[src/rtl/seq_detect_ctrl.sv]
// seq_detect_ctrl: configurable serial pattern detector with Moore detect
// output, saturating detection counter and a valid/ready event flag.
//
// Ports:
//   clk, reset        rising-edge clock, synchronous active-high reset
//   en, din           run enable and serial data bit (sampled when en=1)
//   cfg_wr            config write strobe (accepted only in IDLE with en=0)
//   cfg_pattern       target pattern, bit [cfg_len] first received, bit 0 last
//   cfg_len           pattern length minus one
//   cfg_overlap       1 = overlapping detection, 0 = non-overlapping
//   cfg_err           one-cycle pulse after a rejected cfg_wr
//   det               high for one cycle per match (state MATCH)
//   det_count         saturating detection count
//   evt_valid/ready   detection event handshake
//   evt_ovf           sticky: detection while an event was still pending
module seq_detect_ctrl #(
    parameter int unsigned CNT_W = 8
) (
    input  logic             clk,
    input  logic             reset,
    input  logic             en,
    input  logic             din,
    input  logic             cfg_wr,
    input  logic [7:0]       cfg_pattern,
    input  logic [2:0]       cfg_len,
    input  logic             cfg_overlap,
    output logic             cfg_err,
    output logic             det,
    output logic [CNT_W-1:0] det_count,
    output logic             evt_valid,
    input  logic             evt_ready,
    output logic             evt_ovf
);

    localparam int unsigned HIST_W = 8;
    localparam int unsigned FILL_W = 4;
    localparam logic [FILL_W-1:0] FILL_MAX = FILL_W'(HIST_W);
    localparam logic [CNT_W-1:0]  CNT_MAX  = '1;

    typedef enum logic [1:0] {
        IDLE  = 2'd0,
        RUN   = 2'd1,
        MATCH = 2'd2
    } state_t;

    state_t              state_q;
    logic [HIST_W-1:0]   hist_q;
    logic [FILL_W-1:0]   fill_q;
    logic [7:0]          pat_q;
    logic [2:0]          len_q;
    logic                ovl_q;

    logic [HIST_W-1:0]   hist_nx_c;
    logic [FILL_W-1:0]   fill_nx_c;
    logic [HIST_W-1:0]   mask_c;
    logic                match_c;
    logic                cfg_ok_c;

    // Post-shift history/fill and the match decision for this edge
    always_comb begin
        hist_nx_c = {hist_q[HIST_W-2:0], din};
        fill_nx_c = (fill_q == FILL_MAX) ? FILL_MAX : fill_q + FILL_W'(1);
        mask_c    = '0;
        for (int i = 0; i < HIST_W; i++) begin
            mask_c[i] = (3'(i) <= len_q);
        end
        match_c  = en
                 && (fill_nx_c >= (FILL_W'(len_q) + FILL_W'(1)))
                 && (((hist_nx_c ^ pat_q) & mask_c) == '0);
        cfg_ok_c = cfg_wr && (state_q == IDLE) && !en;
    end

    // Control FSM, history, counters and event flags
    always_ff @(posedge clk) begin
        if (reset) begin
            state_q   <= IDLE;
            hist_q    <= '0;
            fill_q    <= '0;
            pat_q     <= 8'b0000_1010;
            len_q     <= 3'd3;
            ovl_q     <= 1'b0;
            det       <= 1'b0;
            det_count <= '0;
            evt_valid <= 1'b0;
            evt_ovf   <= 1'b0;
            cfg_err   <= 1'b0;
        end else begin
            cfg_err <= cfg_wr && !cfg_ok_c;
            if (cfg_ok_c) begin
                pat_q <= cfg_pattern;
                len_q <= cfg_len;
                ovl_q <= cfg_overlap;
            end

            if (!en) begin
                state_q <= IDLE;
                hist_q  <= '0;
                fill_q  <= '0;
                det     <= 1'b0;
            end else begin
                hist_q <= hist_nx_c;
                if (match_c) begin
                    state_q <= MATCH;
                    det     <= 1'b1;
                    // Non-overlap: discard matched bits so none are reused
                    fill_q  <= ovl_q ? fill_nx_c : '0;
                end else begin
                    state_q <= RUN;
                    det     <= 1'b0;
                    fill_q  <= fill_nx_c;
                end
            end

            if (match_c && (det_count != CNT_MAX)) begin
                det_count <= det_count + CNT_W'(1);
            end

            // A new match wins over a same-edge handshake; overflow only if unaccepted
            if (match_c) begin
                evt_valid <= 1'b1;
                if (evt_valid && !evt_ready) begin
                    evt_ovf <= 1'b1;
                end
            end else if (evt_valid && evt_ready) begin
                evt_valid <= 1'b0;
            end
        end
    end

endmodule

[config.mk]
export PLATFORM = sky130hd
export DESIGN_NAME = seq_detect_ctrl
export DESIGN_NICKNAME = d
export VERILOG_FILES = /design/src/rtl/seq_detect_ctrl.sv
export SDC_FILE = /design/constraint.sdc
export NUM_CORES = 1
export LEC_CHECK = 0
export CORE_UTILIZATION = 35
export CTS_BUF_LIST = sky130_fd_sc_hd__clkbuf_16
export DETAILED_ROUTE_END_ITERATION = 6
export HOLD_SLACK_MARGIN = 0.05
export SETUP_SLACK_MARGIN = 0.4
export SYNTH_ARGS = -nofsm -noshare
export SYNTH_HDL_FRONTEND = slang
export SYNTH_SLANG_ARGS = --single-unit
[constraint.sdc]
create_clock -name clk -period 3.96 [get_ports clk]
set_input_delay 0.792 -clock clk [delete_from_list [all_inputs] [get_ports clk]]
set_output_delay 0.792 -clock clk [all_outputs]
set_load 0.02 [all_outputs]
==> impl_results.md <==
* CP endpoint kind: flip-flop
* Wire per inst at 12.5 um
* Initial core utilization at 0.366
* Main synth FF type: dfxtp_1
* Slew Viols, Final at 0
* GRT Residual Overflow at 0
* Hold-fix buffers at CTS at 0
* Fmax at between 0.3 and 0.4 GHz
* Most frequent cells in the layout: dfxtp_1, nand2_1, clkdlybuf4s50_1, a21oi_1, ha_1
* Most common cell after layout, fill and taps aside: dfxtp_1
* FP Rows at 25
* Post-Synthesis Cell Area at 0.00173 mm^2
* Hold Startpoint: evt_ovf
* Final hold vios at 0
* Share of layout cells above drive strength 1 at 0.0807
* Area of the multi-input gates at 937 um^2
* RSZ-0062 raised after global routing: false
* Clock sinks at 36
* Netlist cell types at ~50
* Peak fanout along the critical path at 14
* Synthesized Nets at between 200 and 250
* Synth async-reset ratio at 0
* Leakage power at 0.845 nW
* CP max stage delay at ~0.48 ns
* PostCTS Resize Cnt at 0
* Hold crit path type: flip-flop to flip-flop
* Most used cell, CP: ha_1
* DRC at 0
* Fillers at 471
* Postcts setup bufs at 0
* Setup crit start kind: flip-flop
* Chip Width at approximately 72 um
* Syn Inst Count at 192
* CTS clk-pin slew, worst paths at around 0.05 ns
* Hpwl dp at approximately 2600 um
* Setup violators final at 0
* Total track usage at 0.148
* Worst reg2reg path endpoint: det_count[4]
* Slowest cell on the critical path: a211o_1
* Seq/Total Area, Yosys at 0.417
* Number of top-level pins at 30
* CTS tree: built
* Final Cycle Share at 0.672
* Vias at about 1.4k
* PwrDens at 372 mW/mm^2
* Placed cells at 282
* Slew margin rel. at 0.576
* R2R cell count at 10
* Global placer's final weighted congestion at 0.810
* Nets at 250
* Top-area cell type share of the netlist area at 0.417
* EDFF count, synth at 0
* Worst-path cell chain: inv_1 > ha_1 > nand2_1 > o21ai_0 > ha_1 > nand2b_1 > a2111oi_0 > a211o_1 > nor4_4 > mux2_1
* DR pass1 iterations at 4
* Pre-CTS WS at 1.27 ns
* Drt initial violations at between 50 and 60
* Skew-Pair Late Insertion Delay at 0.28 ns
* Setup CP Type: flip-flop to flip-flop
* Reg2reg setup slack at ~1.3 ns
* Synth Warn # at 0
* Layout area overhead at 28.2%
* Setup slack after layout at about 1.3 ns
* Worst Skew at about 0.0048 ns
* Die Y at 72.3 um
* Post-Syn Area per Cell at 9.00 um^2
* Top cells by area, synth: dfxtp_1, ha_1, nand2_1
* Total wire length at 3630 um
* Synth area leader: dfxtp_1
* Setup_tns at 0 ns
* Initial antenna violation count at 0
* Worst Path Arrival at 2.82 ns
* Total inserted antenna cells at 0
* #FFs+latches synth at 36
* Status: finished, final reports clean
* Clock H-tree levels at 2
* IO Port Bufs at 29
* CP Data Required Time at 4.12 ns
* Hold Slack at 0.458 ns
* Vias per cell at 4.82
* Core area at 0.00472 mm^2
* Largest net degree at the start of global routing at 17
* First-pass GRT wire length at 5990 um
* Hold endpoint: evt_ovf
* Worst hold stages at 2
* Clk root buf: clkbuf_16
* Die Area at approximately 0.0052 mm^2
* Routed Antenna Nets at 0
* Finished Layout Cells at 290
* RR Startpoint: fill_q[0]
* Vias in the first global route at 1317
* CTS Buf Count at 5
* Sequential cell area at 721 um^2
* VDD IR max at 0.163 mV
* Post-layout min period at 2.66 ns
* Clock Path Buffers at 2
* Worst-margin pin slew at about 0.63 ns
* Maxcap violations at 0
how the worst max path moves through the flow:
stage,cells past startpoint,end,slack (ns),from
floorplan,10,det_count[4],1.60,len_q[0]
global placement,6,det_count[7],1.29,din
detailed placement,6,det_count[5],1.27,din
CTS,10,det_count[4],1.30,fill_q[0]
global route,10,det_count[4],1.09,fill_q[0]
finish,10,det_count[4],1.30,fill_q[0]
cell usage after synthesis, types with 2 or more instances:
master / instances
dfxtp_1: 36
nand2_1: 32
a21oi_1: 13
ha_1: 10
nand3_1: 9
and2_1: 8
inv_1: 7
nor2_1: 7
xnor2_1: 6
clkbuf_1: 4
nand4_1: 4
o21ai_0: 4
and3_1: 3
nor2b_1: 3
o31ai_1: 3
or4_1: 3
xor2_1: 3
buf_6: 2
nand2b_1: 2
nor3_1: 2
o211ai_1: 2
or3_1: 2
kinds of logic (layout without fill, tap and decap cells):
kind of cell	after synthesis	after routing	synth area share
AO/OA/AOI/OAI	34	34	0.137
XOR/XNOR	9	9	0.0456
adder cells (fa/ha/maj)	10	10	0.0724
buffers and inverters	16	47	0.0442
flip-flops	36	36	0.417
multiplexers	3	3	0.0188
AND/OR/NAND/NOR	84	84	0.265
metrics by stage:
step | area [um^2] | util | total power, mW
floorplan | 1730 | - | 0.430
global placement | 2080 | 0.440 | 0.460
detailed placement | 2080 | 0.440 | 0.461
CTS | 2220 | 0.469 | 0.832
global route | 2220 | 0.469 | 0.857
finish | 2220 | 0.469 | 0.824
where the power goes:
part / internal, mW / leakage (nW) / switching (mW)
combinational: 0.0364 / 0.481 / 0.0363
clock: 0.228 / 0.0710 / 0.143
sequential: 0.372 / 0.293 / 0.00828
sequential cells by signal, summed over array words and instances, names as in the netlist:
signal,cells
fill_q,4
evt_ovf,1
cfg_err,1
state_q,1
len_q,3
hist_q,7
det_count,8
det,1
evt_valid,1
pat_q,8
ovl_q,1
worst max-delay path, delay by kind of cell, from the launching register on:
kind	cells	cell delay, ns
compound gates	3	1.13
mux	1	0.32
flops	1	0.32
fa+ha+maj	2	0.42
simple gates	3	0.29
buf+inv	1	0.07
layer usage:
metal  up-vias  routed length [um]  GRT usage  share of wire
met2        26                1580      0.228           0.44
met4         0                  69     0.0588          0.019
met5         -                   0          0              0
met1       626                1860      0.199           0.51
li1        740                   -          -              -
met3         7                 118     0.0333          0.033
area by class of cell:
| cell class | count | share of cell area |
|---|---|---|
| multi-input cells | 140 | 0.423 |
| well taps | 67 | 0.0378 |
| clock inverters | 3 | 0.00621 |
| repair buffers | 31 | 0.138 |
| flip-flops and latches | 36 | 0.325 |
| clock buffers | 5 | 0.0565 |
| inverters | 8 | 0.0136 |
Power figures use the tool's default switching activity.
